$ cat config.mk
export PLATFORM = sky130hd
export DESIGN_NAME = ram_burst_ctrl_flat
export DESIGN_NICKNAME = d
export VERILOG_FILES = /design/src/rtl/ram_burst_ctrl_if.sv /design/src/rtl/ram_burst_ctrl.sv /design/src/flat_wrapper.sv
export SDC_FILE = /design/constraint.sdc
export NUM_CORES = 1
export LEC_CHECK = 0
export CORE_AREA = 2 2 81 83
export CTS_BUF_LIST = sky130_fd_sc_hd__clkbuf_8
export DETAILED_ROUTE_END_ITERATION = 12
export DIE_AREA = 0 0 83 85
export GPL_TIMING_DRIVEN = 0
export SLEW_MARGIN = 40
export SYNTH_ARGS = -nofsm -noshare
export SYNTH_HDL_FRONTEND = slang
export SYNTH_SLANG_ARGS = --single-unit
$ cat constraint.sdc
create_clock -name clk -period 1.7 [get_ports clk]
set_clock_uncertainty 0.2 [all_clocks]
set_input_delay 0.17 -clock clk [delete_from_list [all_inputs] [get_ports clk]]
set_output_delay 0.17 -clock clk [all_outputs]
set_load 0.01 [all_outputs]
$ cat src/rtl/ram_burst_ctrl_if.sv
// Bus bundle for ram_burst_ctrl: command channel, write/read beat streams and RAM port.
// The controller connects through the slave modport; its environment uses master.
interface ram_burst_ctrl_if #(
  parameter int DATA_WIDTH = 8,
  parameter int ADDR_WIDTH = 4
);
  logic                  cmd_valid;
  logic                  cmd_ready;
  logic                  cmd_write;
  logic [ADDR_WIDTH-1:0] cmd_addr;
  logic [ADDR_WIDTH-1:0] cmd_len;
  logic                  wr_valid;
  logic                  wr_ready;
  logic [DATA_WIDTH-1:0] wr_data;
  logic                  rd_valid;
  logic                  rd_ready;
  logic [DATA_WIDTH-1:0] rd_data;
  logic                  busy;
  logic [DATA_WIDTH-1:0] ram_data_in;
  logic                  ram_write_enb;
  logic                  ram_read_enb;
  logic [ADDR_WIDTH-1:0] ram_address;
  logic [DATA_WIDTH-1:0] ram_data_out;

  modport slave (
    input  cmd_valid, cmd_write, cmd_addr, cmd_len, wr_valid, wr_data, rd_ready, ram_data_out,
    output cmd_ready, wr_ready, rd_valid, rd_data, busy,
           ram_data_in, ram_write_enb, ram_read_enb, ram_address
  );

  modport master (
    output cmd_valid, cmd_write, cmd_addr, cmd_len, wr_valid, wr_data, rd_ready, ram_data_out,
    input  cmd_ready, wr_ready, rd_valid, rd_data, busy,
           ram_data_in, ram_write_enb, ram_read_enb, ram_address
  );
endinterface

$ cat src/rtl/ram_burst_ctrl.sv
// Burst controller for a single-port RAM: write bursts stream straight into the RAM,
// read bursts return through a 2-entry FIFO sized to cover the 1-cycle RAM read latency.
module ram_burst_ctrl #(
  parameter int DATA_WIDTH = 8,
  parameter int ADDR_WIDTH = 4
) (
  input  logic              clk,
  input  logic              reset,
  ram_burst_ctrl_if.slave   bus
);

  typedef enum logic [1:0] {
    IDLE  = 2'd0,
    WRITE = 2'd1,
    READ  = 2'd2,
    DRAIN = 2'd3
  } state_t;

  localparam logic [ADDR_WIDTH-1:0] ADDR_ZERO = {ADDR_WIDTH{1'b0}};
  localparam logic [ADDR_WIDTH-1:0] ADDR_ONE  = {{(ADDR_WIDTH-1){1'b0}}, 1'b1};
  localparam logic [DATA_WIDTH-1:0] DATA_ZERO = {DATA_WIDTH{1'b0}};

  state_t                state_r;
  state_t                state_nxt_s;
  logic [ADDR_WIDTH-1:0] addr_r;
  logic [ADDR_WIDTH-1:0] beats_r;
  logic                  inflight_r;
  logic [DATA_WIDTH-1:0] fifo_r [2];
  logic                  wr_ptr_r;
  logic                  rd_ptr_r;
  logic [1:0]            count_r;

  logic                  fifo_room_s;
  logic                  wr_hs_s;
  logic                  rd_issue_s;
  logic                  push_s;
  logic                  pop_s;
  logic                  cmd_hs_s;

  // Handshake and RAM-issue qualifiers.
  always_comb begin
    fifo_room_s = ({1'b0, count_r} + {2'b00, inflight_r}) < 3'd2;
    cmd_hs_s    = (state_r == IDLE) && bus.cmd_valid;
    wr_hs_s     = (state_r == WRITE) && bus.wr_valid;
    rd_issue_s  = (state_r == READ) && fifo_room_s;
    push_s      = inflight_r;
    pop_s       = (count_r != 2'd0) && bus.rd_ready;
  end

  // Next-state logic.
  always_comb begin
    state_nxt_s = state_r;
    case (state_r)
      IDLE: begin
        if (bus.cmd_valid) begin
          state_nxt_s = bus.cmd_write ? WRITE : READ;
        end else begin
          state_nxt_s = IDLE;
        end
      end
      WRITE: begin
        if (wr_hs_s && (beats_r == ADDR_ZERO)) begin
          state_nxt_s = IDLE;
        end else begin
          state_nxt_s = WRITE;
        end
      end
      READ: begin
        if (rd_issue_s && (beats_r == ADDR_ZERO)) begin
          state_nxt_s = DRAIN;
        end else begin
          state_nxt_s = READ;
        end
      end
      DRAIN: begin
        if (!inflight_r && (count_r == 2'd0)) begin
          state_nxt_s = IDLE;
        end else begin
          state_nxt_s = DRAIN;
        end
      end
      default: state_nxt_s = IDLE;
    endcase
  end

  // cmd_ready is gated by reset so it stays low while reset is held.
  assign bus.cmd_ready     = (state_r == IDLE) && reset;
  assign bus.busy          = (state_r != IDLE);
  assign bus.wr_ready      = (state_r == WRITE);
  assign bus.rd_valid      = (count_r != 2'd0);
  assign bus.rd_data       = (count_r != 2'd0) ? fifo_r[rd_ptr_r] : DATA_ZERO;
  assign bus.ram_write_enb = wr_hs_s;
  assign bus.ram_read_enb  = rd_issue_s;
  assign bus.ram_address   = (wr_hs_s || rd_issue_s) ? addr_r : ADDR_ZERO;
  assign bus.ram_data_in   = wr_hs_s ? bus.wr_data : DATA_ZERO;

  // State register.
  always_ff @(posedge clk or negedge reset) begin
    if (!reset) begin
      state_r <= IDLE;
    end else begin
      state_r <= state_nxt_s;
    end
  end

  // Address and remaining-beat counters; both wrap naturally at the address width.
  always_ff @(posedge clk or negedge reset) begin
    if (!reset) begin
      addr_r  <= ADDR_ZERO;
      beats_r <= ADDR_ZERO;
    end else if (cmd_hs_s) begin
      addr_r  <= bus.cmd_addr;
      beats_r <= bus.cmd_len;
    end else if (wr_hs_s || rd_issue_s) begin
      addr_r  <= addr_r + ADDR_ONE;
      beats_r <= beats_r - ADDR_ONE;
    end
  end

  // Read-return FIFO; an issue this cycle lands in the FIFO next cycle.
  always_ff @(posedge clk or negedge reset) begin
    if (!reset) begin
      inflight_r <= 1'b0;
      fifo_r[0]  <= DATA_ZERO;
      fifo_r[1]  <= DATA_ZERO;
      wr_ptr_r   <= 1'b0;
      rd_ptr_r   <= 1'b0;
      count_r    <= 2'd0;
    end else begin
      inflight_r <= rd_issue_s;
      if (push_s) begin
        fifo_r[wr_ptr_r] <= bus.ram_data_out;
        wr_ptr_r         <= ~wr_ptr_r;
      end
      if (pop_s) begin
        rd_ptr_r <= ~rd_ptr_r;
      end
      case ({push_s, pop_s})
        2'b10:   count_r <= count_r + 2'd1;
        2'b01:   count_r <= count_r - 2'd1;
        default: count_r <= count_r;
      endcase
    end
  end

endmodule

$ cat src/flat_wrapper.sv
// flat-port wrapper written by rule: the top's interface ports become plain ports
module ram_burst_ctrl_flat 
#(
  parameter int DATA_WIDTH = 8,
  parameter int ADDR_WIDTH = 4
)
  (clk, reset, bus_cmd_valid, bus_cmd_write, bus_cmd_addr, bus_cmd_len, bus_wr_valid, bus_wr_data, bus_rd_ready, bus_ram_data_out, bus_cmd_ready, bus_wr_ready, bus_rd_valid, bus_rd_data, bus_busy, bus_ram_data_in, bus_ram_write_enb, bus_ram_read_enb, bus_ram_address);
  ram_burst_ctrl_if #(.DATA_WIDTH(DATA_WIDTH), .ADDR_WIDTH(ADDR_WIDTH)) bus_i ();
  input  logic clk;
  input  logic reset;
  input wire logic [$bits(bus_i.cmd_valid)-1:0] bus_cmd_valid;
  input wire logic [$bits(bus_i.cmd_write)-1:0] bus_cmd_write;
  input wire logic [$bits(bus_i.cmd_addr)-1:0] bus_cmd_addr;
  input wire logic [$bits(bus_i.cmd_len)-1:0] bus_cmd_len;
  input wire logic [$bits(bus_i.wr_valid)-1:0] bus_wr_valid;
  input wire logic [$bits(bus_i.wr_data)-1:0] bus_wr_data;
  input wire logic [$bits(bus_i.rd_ready)-1:0] bus_rd_ready;
  input wire logic [$bits(bus_i.ram_data_out)-1:0] bus_ram_data_out;
  output wire logic [$bits(bus_i.cmd_ready)-1:0] bus_cmd_ready;
  output wire logic [$bits(bus_i.wr_ready)-1:0] bus_wr_ready;
  output wire logic [$bits(bus_i.rd_valid)-1:0] bus_rd_valid;
  output wire logic [$bits(bus_i.rd_data)-1:0] bus_rd_data;
  output wire logic [$bits(bus_i.busy)-1:0] bus_busy;
  output wire logic [$bits(bus_i.ram_data_in)-1:0] bus_ram_data_in;
  output wire logic [$bits(bus_i.ram_write_enb)-1:0] bus_ram_write_enb;
  output wire logic [$bits(bus_i.ram_read_enb)-1:0] bus_ram_read_enb;
  output wire logic [$bits(bus_i.ram_address)-1:0] bus_ram_address;
  assign bus_i.cmd_valid = bus_cmd_valid;
  assign bus_i.cmd_write = bus_cmd_write;
  assign bus_i.cmd_addr = bus_cmd_addr;
  assign bus_i.cmd_len = bus_cmd_len;
  assign bus_i.wr_valid = bus_wr_valid;
  assign bus_i.wr_data = bus_wr_data;
  assign bus_i.rd_ready = bus_rd_ready;
  assign bus_i.ram_data_out = bus_ram_data_out;
  assign bus_cmd_ready = bus_i.cmd_ready;
  assign bus_wr_ready = bus_i.wr_ready;
  assign bus_rd_valid = bus_i.rd_valid;
  assign bus_rd_data = bus_i.rd_data;
  assign bus_busy = bus_i.busy;
  assign bus_ram_data_in = bus_i.ram_data_in;
  assign bus_ram_write_enb = bus_i.ram_write_enb;
  assign bus_ram_read_enb = bus_i.ram_read_enb;
  assign bus_ram_address = bus_i.ram_address;
  ram_burst_ctrl #(.DATA_WIDTH(DATA_WIDTH), .ADDR_WIDTH(ADDR_WIDTH)) u_core (.clk(clk), .reset(reset), .bus(bus_i));
endmodule
==> results_dict.tcl, run 1 <==
set metrics [dict create \
    outcome "finished with violations" \
    failed_checks "setup timing" \
    hold_viol_final 0 \
    totalWireLength_um 4400 \
    vias_per_cell 4.46 \
    syn_area_sq_um 1640 \
    power_frac_clock 0.103 \
    final_nets 275 \
    p_seq_frac 0.255 \
    p_sw_frac 0.361 \
    dieArea_sq_um 7060 \
    place_area_sq_um 2310 \
    max_slew_margin 0.509 \
    grt_pass1_vias 1481 \
    ant_nets 0 \
    io_pins 56 \
    vias 1417 \
    first_pass_iters 3 \
    fin_util 0.470 \
    dp_hpwl_um 2730 \
    drive_gt1_frac 0.519 \
    cap_violations 0 \
    yosysSeqAreaShare 0.473 \
    synth_cells 149 \
    routabilityCongestion 0.745 \
    synth_seq_cells 31 \
    intPower_uw 3590 \
    die_x_um 83 \
    clk_latency_ns 0.27 \
    worst_pin_slew_ns 0.734 \
    grt.total_usage 0.122 \
    dp.cells 282 \
    ir_worst_vdd_mv 0.657 \
    critical_path_class "register to output pin" \
    setup_violations 31 \
    ys_types 26 \
    design_area_sq_um 2920 \
    power-per-cell-area_nw_per_um2 1930 \
    syn_nets 183 \
    clockRootBuffer "clkbuf_8" \
    end_kind "output pin" \
    max_freq_mhz 499 \
    drc 0 \
    cts.path.max_buffers 2 \
    initial_core_util 0.264 \
    finalCritPeriodShare 1.18 \
    critical_path_required_ns 1.33 \
    hp-class "input port to register" \
    grt_pass1_wl_um 6920 \
    fin_cells 318 \
    rsz0062_at_grt "true" \
    start_kind "register" \
    ys_warn_count 0 \
    cts_sinks 31 \
    p_sw_uw 2030 \
    cts_tree "done" \
    layout_commonest_cell "buf_6" \
    hold_ws_ns 0.271 \
    routedWlPerCell_um 13.8 \
    syn2layout_area_growth_pct 77.9 \
    rows 29 \
    drv_slew 0 \
    core-area_sq_um 6200 \
    drt_iter0_drc 43 \
    filler_cell_count 572 \
    htree_levels 2 \
    antenna_found_initial 0 \
    cp.arrival_ns 1.63 \
    io_buffer_count 55 \
    fin_ws_ns -0.302 \
    crit_path_max_fanout 6 \
    synth.avg_cell_area_sq_um 11.0 \
    period_needed_ns 2.00 \
    combPwrFrac 0.642 \
    grt_max_degree 20 \
    layout_common_cells "buf_6 (34), clkdlybuf4s50_1 (30), dfrtp_1 (27), mux2_2 (16), buf_4 (14)" \
    p_leak_uw 0.00130 \
    finalSetupTns_ns -4.46 \
    grt-ovfl-total 0 \
    cts-buffers-inserted 5 \
    clk_pin_slew_ns 0.07 \
    antenna_cells 0 \
    die_h_um 85 \
]
[cells by family after synthesis]
kind of cell	Yosys count	share of synthesized area
adder cells (fa/ha/maj)	4	0.0305
XOR/XNOR	6	0.0321
buffers and inverters	12	0.0366
multiplexers	27	0.178
AO/OA/AOI/OAI	19	0.0801
AND/OR/NAND/NOR	50	0.169
flip-flops	31	0.473
[layer usage]
metal,up-vias,GRT usage,share of wire
met5,-,0,0
met4,0,0.0358,0.0075
met3,4,0.0282,0.025
met2,22,0.213,0.53
met1,704,0.151,0.44
li1,687,-,-
[path summary, 6_finish.rpt]
kind	slack [ns]	endpoint	cells after the start	from
max reg2reg	-0.23	u_core.beats_r[1]	8	u_core.state_r[1]
min	0.27	u_core.addr_r[3]	3	bus_cmd_addr[3]
max in group asynchronous	0.44	u_core.rd_ptr_r	3	reset
min reg2reg	0.30	u_core.fifo_r[1]	1	u_core.fifo_r[1]
max	-0.30	bus_ram_address[2]	6	u_core.state_r[1]
min in group asynchronous	0.31	u_core.addr_r[0]	2	reset
[critical path: stages, from the launching register on]
cell     delay (ns)
dfrtp_2        0.42
and3b_2        0.23
buf_6          0.12
a21oi_4        0.13
buf_6          0.13
and2b_2        0.21
buf_6          0.11
[registers in the layout, indices dropped and copies added (netlist names)]
signal / flops
u_core.fifo_r: 16
u_core.inflight_r: 1
u_core.state_r: 2
u_core.addr_r: 4
u_core.count_r: 2
u_core.rd_ptr_r: 1
u_core.beats_r: 4
u_core.wr_ptr_r: 1
[cell usage after synthesis]
| library cell | instances | area share |
|---|---|---|
| a211oi_1 | 2 | 0.0092 |
| a21boi_4 | 1 | 0.011 |
| a21oi_1 | 5 | 0.015 |
| a21oi_4 | 1 | 0.0099 |
| a31oi_1 | 5 | 0.019 |
| and2_1 | 2 | 0.0076 |
| and2_2 | 8 | 0.037 |
| and2b_2 | 4 | 0.021 |
| and3b_1 | 1 | 0.0053 |
| buf_6 | 2 | 0.014 |
| clkbuf_1 | 3 | 0.0069 |
| dfrtp_1 | 31 | 0.47 |
| ha_1 | 4 | 0.031 |
| inv_1 | 7 | 0.016 |
| mux2_2 | 17 | 0.12 |
| mux2i_1 | 10 | 0.061 |
| nand2_1 | 3 | 0.0069 |
| nand3_1 | 2 | 0.0061 |
| nor2_1 | 20 | 0.046 |
| nor2_2 | 1 | 0.0038 |
| nor2b_1 | 2 | 0.0076 |
| nor3b_1 | 2 | 0.0092 |
| o21ai_0 | 5 | 0.015 |
| or3_1 | 5 | 0.019 |
| xnor2_1 | 3 | 0.016 |
| xor2_1 | 3 | 0.016 |
[final cells by class]
| cell class | count | area (sq um) | share of cell area |
|---|---|---|---|
| multi-input combinational | 106 | 966 | 0.331 |
| inverter | 7 | 26.3 | 0.00901 |
| timing repair buffer | 86 | 917 | 0.315 |
| tap | 77 | 96.3 | 0.0330 |
| sequential | 31 | 781 | 0.268 |
| clock inverter | 1 | 5.00 | 0.00172 |
| buffer | 4 | 41.3 | 0.0142 |
| clock buffer | 6 | 82.6 | 0.0283 |
[metrics by stage]
stage	total power [uW]	worst slack, ns
5_1_grt	6000	-0.343
2_1_floorplan	2780	0.0641
6_report	5620	-0.302
3_3_place_gp	3670	-1.19
3_5_place_dp	3720	-0.656
4_1_cts	4880	-0.306
[power groups by stage]
| stage | Combinational, uW | Sequential, uW | Clock [uW] |
|---|---|---|---|
| floorplan | 1440 | 1340 | 0 |
| detailed placement | 2300 | 1420 | 0 |
| global placement | 2260 | 1410 | 0 |
| finish | 3610 | 1430 | 578 |
| CTS | 2870 | 1410 | 598 |
| global route | 3880 | 1490 | 632 |
[repair_timing]
action	in CTS	in global routing
resized for setup	127	58
endpoints found under the hold margin	31	0
buffers inserted	20	9
gates cloned	1	0
endpoints found under the setup margin	42	35
pin swaps	6	18
hold buffers	1	0
No activity file was read; power rests on OpenSTA's default activity.
==> run 2, diff against run 1 <==
HOLD_SLACK_MARGIN = 0.02   (was default)
==> results of run 2 <==
Same layout as run 1: the final DEF is identical, and so are final timing and power.
==> run 3, diff against run 2 <==
clock period = 2.1 ns   (was 1.7 ns; I/O delays follow)
==> run 3 against run 2 <==
  * The run now ends clean
  * Critical path type unchanged
  * Die area stayed put
  * Cell area is 15% lower
  * Worst hold slack better by 0.032 ns
  * Critical endpoint is now bus_ram_address[3]
==> results_dict.tcl, run 3 (synthesized netlist as in run 1, its figures left out) <==
set metrics [dict create \
    outcome "completed" \
    cts.path.max_buffers 2 \
    cap_violations 0 \
    drt_iter0_drc 43 \
    cts-buffers-inserted 5 \
    drv_slew 0 \
    reg_top3 "u_core.fifo_r (16), u_core.addr_r (4), u_core.beats_r (4)" \
    rsz0062_at_grt "true" \
    seqCellArea_sq_um 781 \
    ir_worst_vdd_mv 0.486 \
    grt-ovfl-total 0 \
    die_h_um 85 \
    r2r_cells 6 \
    die_x_um 83 \
    routedWlPerCell_um 13.0 \
    fin_ws_ns 0.0343 \
    cts_tree "done" \
    filler_cell_count 626 \
    hp-class "register to register" \
    layout_commonest_cell "clkdlybuf4s50_1" \
    clk_latency_ns 0.28 \
    reg2reg_to "u_core.beats_r[3]" \
    cts_sinks 31 \
    dp.cells 282 \
    ant_nets 0 \
    io_buffer_count 55 \
    vias_per_cell 4.40 \
    finalCritPeriodShare 0.984 \
    critical_path_class "register to output pin" \
    initial_core_util 0.264 \
    top_register "u_core.fifo_r" \
    power-per-cell-area_nw_per_um2 1430 \
    final_nets 253 \
    rows 29 \
    totalWireLength_um 3840 \
    r2r_slack_ns 0.30 \
    post-place-ws_ns -0.336 \
    grt_pass1_vias 1361 \
    core-area_sq_um 6200 \
    max_freq_mhz 484 \
    antenna_cells 0 \
    multiInputGateArea_sq_um 820 \
    max_slew_margin 0.507 \
    startpoint "u_core.state_r[0]" \
    period_needed_ns 2.07 \
    clockRootBuffer "clkbuf_8" \
    layout_common_cells "clkdlybuf4s50_1 (38), dfrtp_1 (27), nor2_1 (17), mux2_2 (17), mux2i_1 (10)" \
    grt_pass1_wl_um 6350 \
    vias 1303 \
    end_kind "output pin" \
    worstReg2RegStart "u_core.state_r[1]" \
    clk_pin_slew_ns 0.06 \
    worst_pin_slew_ns 0.737 \
    syn2layout_area_growth_pct 50.9 \
    antenna_found_initial 0 \
    setup_violations 0 \
    fin_util 0.399 \
    grt_max_degree 20 \
    start_kind "register" \
    p_leak_uw 0.00115 \
    totalPowerFinal_uw 3530 \
    drive_gt1_frac 0.292 \
    hold_viol_final 0 \
    cp.arrival_ns 1.66 \
    dieArea_sq_um 7060 \
    dp_hpwl_um 2730 \
    critical_path_required_ns 1.69 \
    io_pins 56 \
    fin_cells 296 \
    hold_ws_ns 0.303 \
    largest_reg_flops 16 \
    drc 0 \
    htree_levels 2 \
    crit_end "bus_ram_address[3]" \
    routabilityCongestion 0.745 \
    first_pass_iters 4 \
    grt.total_usage 0.112 \
    crit_path_max_fanout 6 \
]
==> run 3: cell count changes in the layout (fill, tap and decap cells not counted), moves of 3 or more <==
| cell | delta |
|---|---|
| o21ai_0 | +3 |
| and2_2 | +5 |
| nor2_1 | +8 |
| buf_4 | -8 |
| buf_6 | -31 |
| clkdlybuf4s50_1 | +8 |
| buf_12 | -4 |
| dlymetal6s2s_1 | +4 |
| and2_4 | -6 |
| dlygate4sd2_1 | +4 |
| nor2_4 | -9 |
| clkdlybuf4s15_1 | +3 |
==> run 3: worst min path at each step <==
stage	to	from	depth (start not counted)	slack (ns)
floorplan	u_core.addr_r[0]	reset	0	-0.29
global placement	u_core.fifo_r[5]	u_core.fifo_r[5]	1	0.29
detailed placement	u_core.state_r[0]	reset	1	-0.05
CTS	u_core.addr_r[3]	bus_cmd_addr[3]	3	0.31
global route	u_core.addr_r[3]	bus_cmd_addr[3]	3	0.31
finish	u_core.fifo_r[5]	u_core.fifo_r[5]	1	0.30
==> run 3: where the power goes <==
part           switching, uW  internal [uW]
Clock                    209            257
Sequential               281            922
Combinational            777           1080
==> run 3: layout make-up <==
type                            count  area share
Clock buffer                        6      0.0334
Clock inverter                      1     0.00202
Timing Repair Buffer               64       0.252
Tap cell                           77      0.0389
Multi-Input combinational cell    106       0.331
Sequential cell                    31       0.316
Buffer                              4      0.0162
Inverter                            7      0.0106
==> run 3: timing repair <==
action / in CTS / in global routing
endpoints found under the setup margin: 23 / 13
cloned: 0 / 1
buffers inserted: 3 / 3
endpoints found under the hold margin: 31 / 0
gates resized for setup: 30 / 14
hold buffers: 1 / 0
==> run 3: through the flow <==
stage | area (sq um) | TNS (ns)
3_5_place_dp | 2310 | -1.34
3_3_place_gp | 2290 | -3.85
5_1_grt | 2470 | -0.0717
2_1_floorplan | 1640 | 0
4_1_cts | 2430 | -0.101
6_report | 2470 | 0
==> run 3: worst max-delay path, cell delays in order, from the launching register on <==
cell and delay, ns:
dfrtp_2 0.44, and3b_2 0.22, buf_6 0.13, a21oi_4 0.13, buf_6 0.13, and2b_2 0.20
buf_2 0.13
==> run 3: metal layers <==
layer | track usage | share of wire
met1 | 0.137 | 0.46
met2 | 0.193 | 0.49
met3 | 0.0302 | 0.034
met4 | 0.0358 | 0.013
met5 | 0 | 0
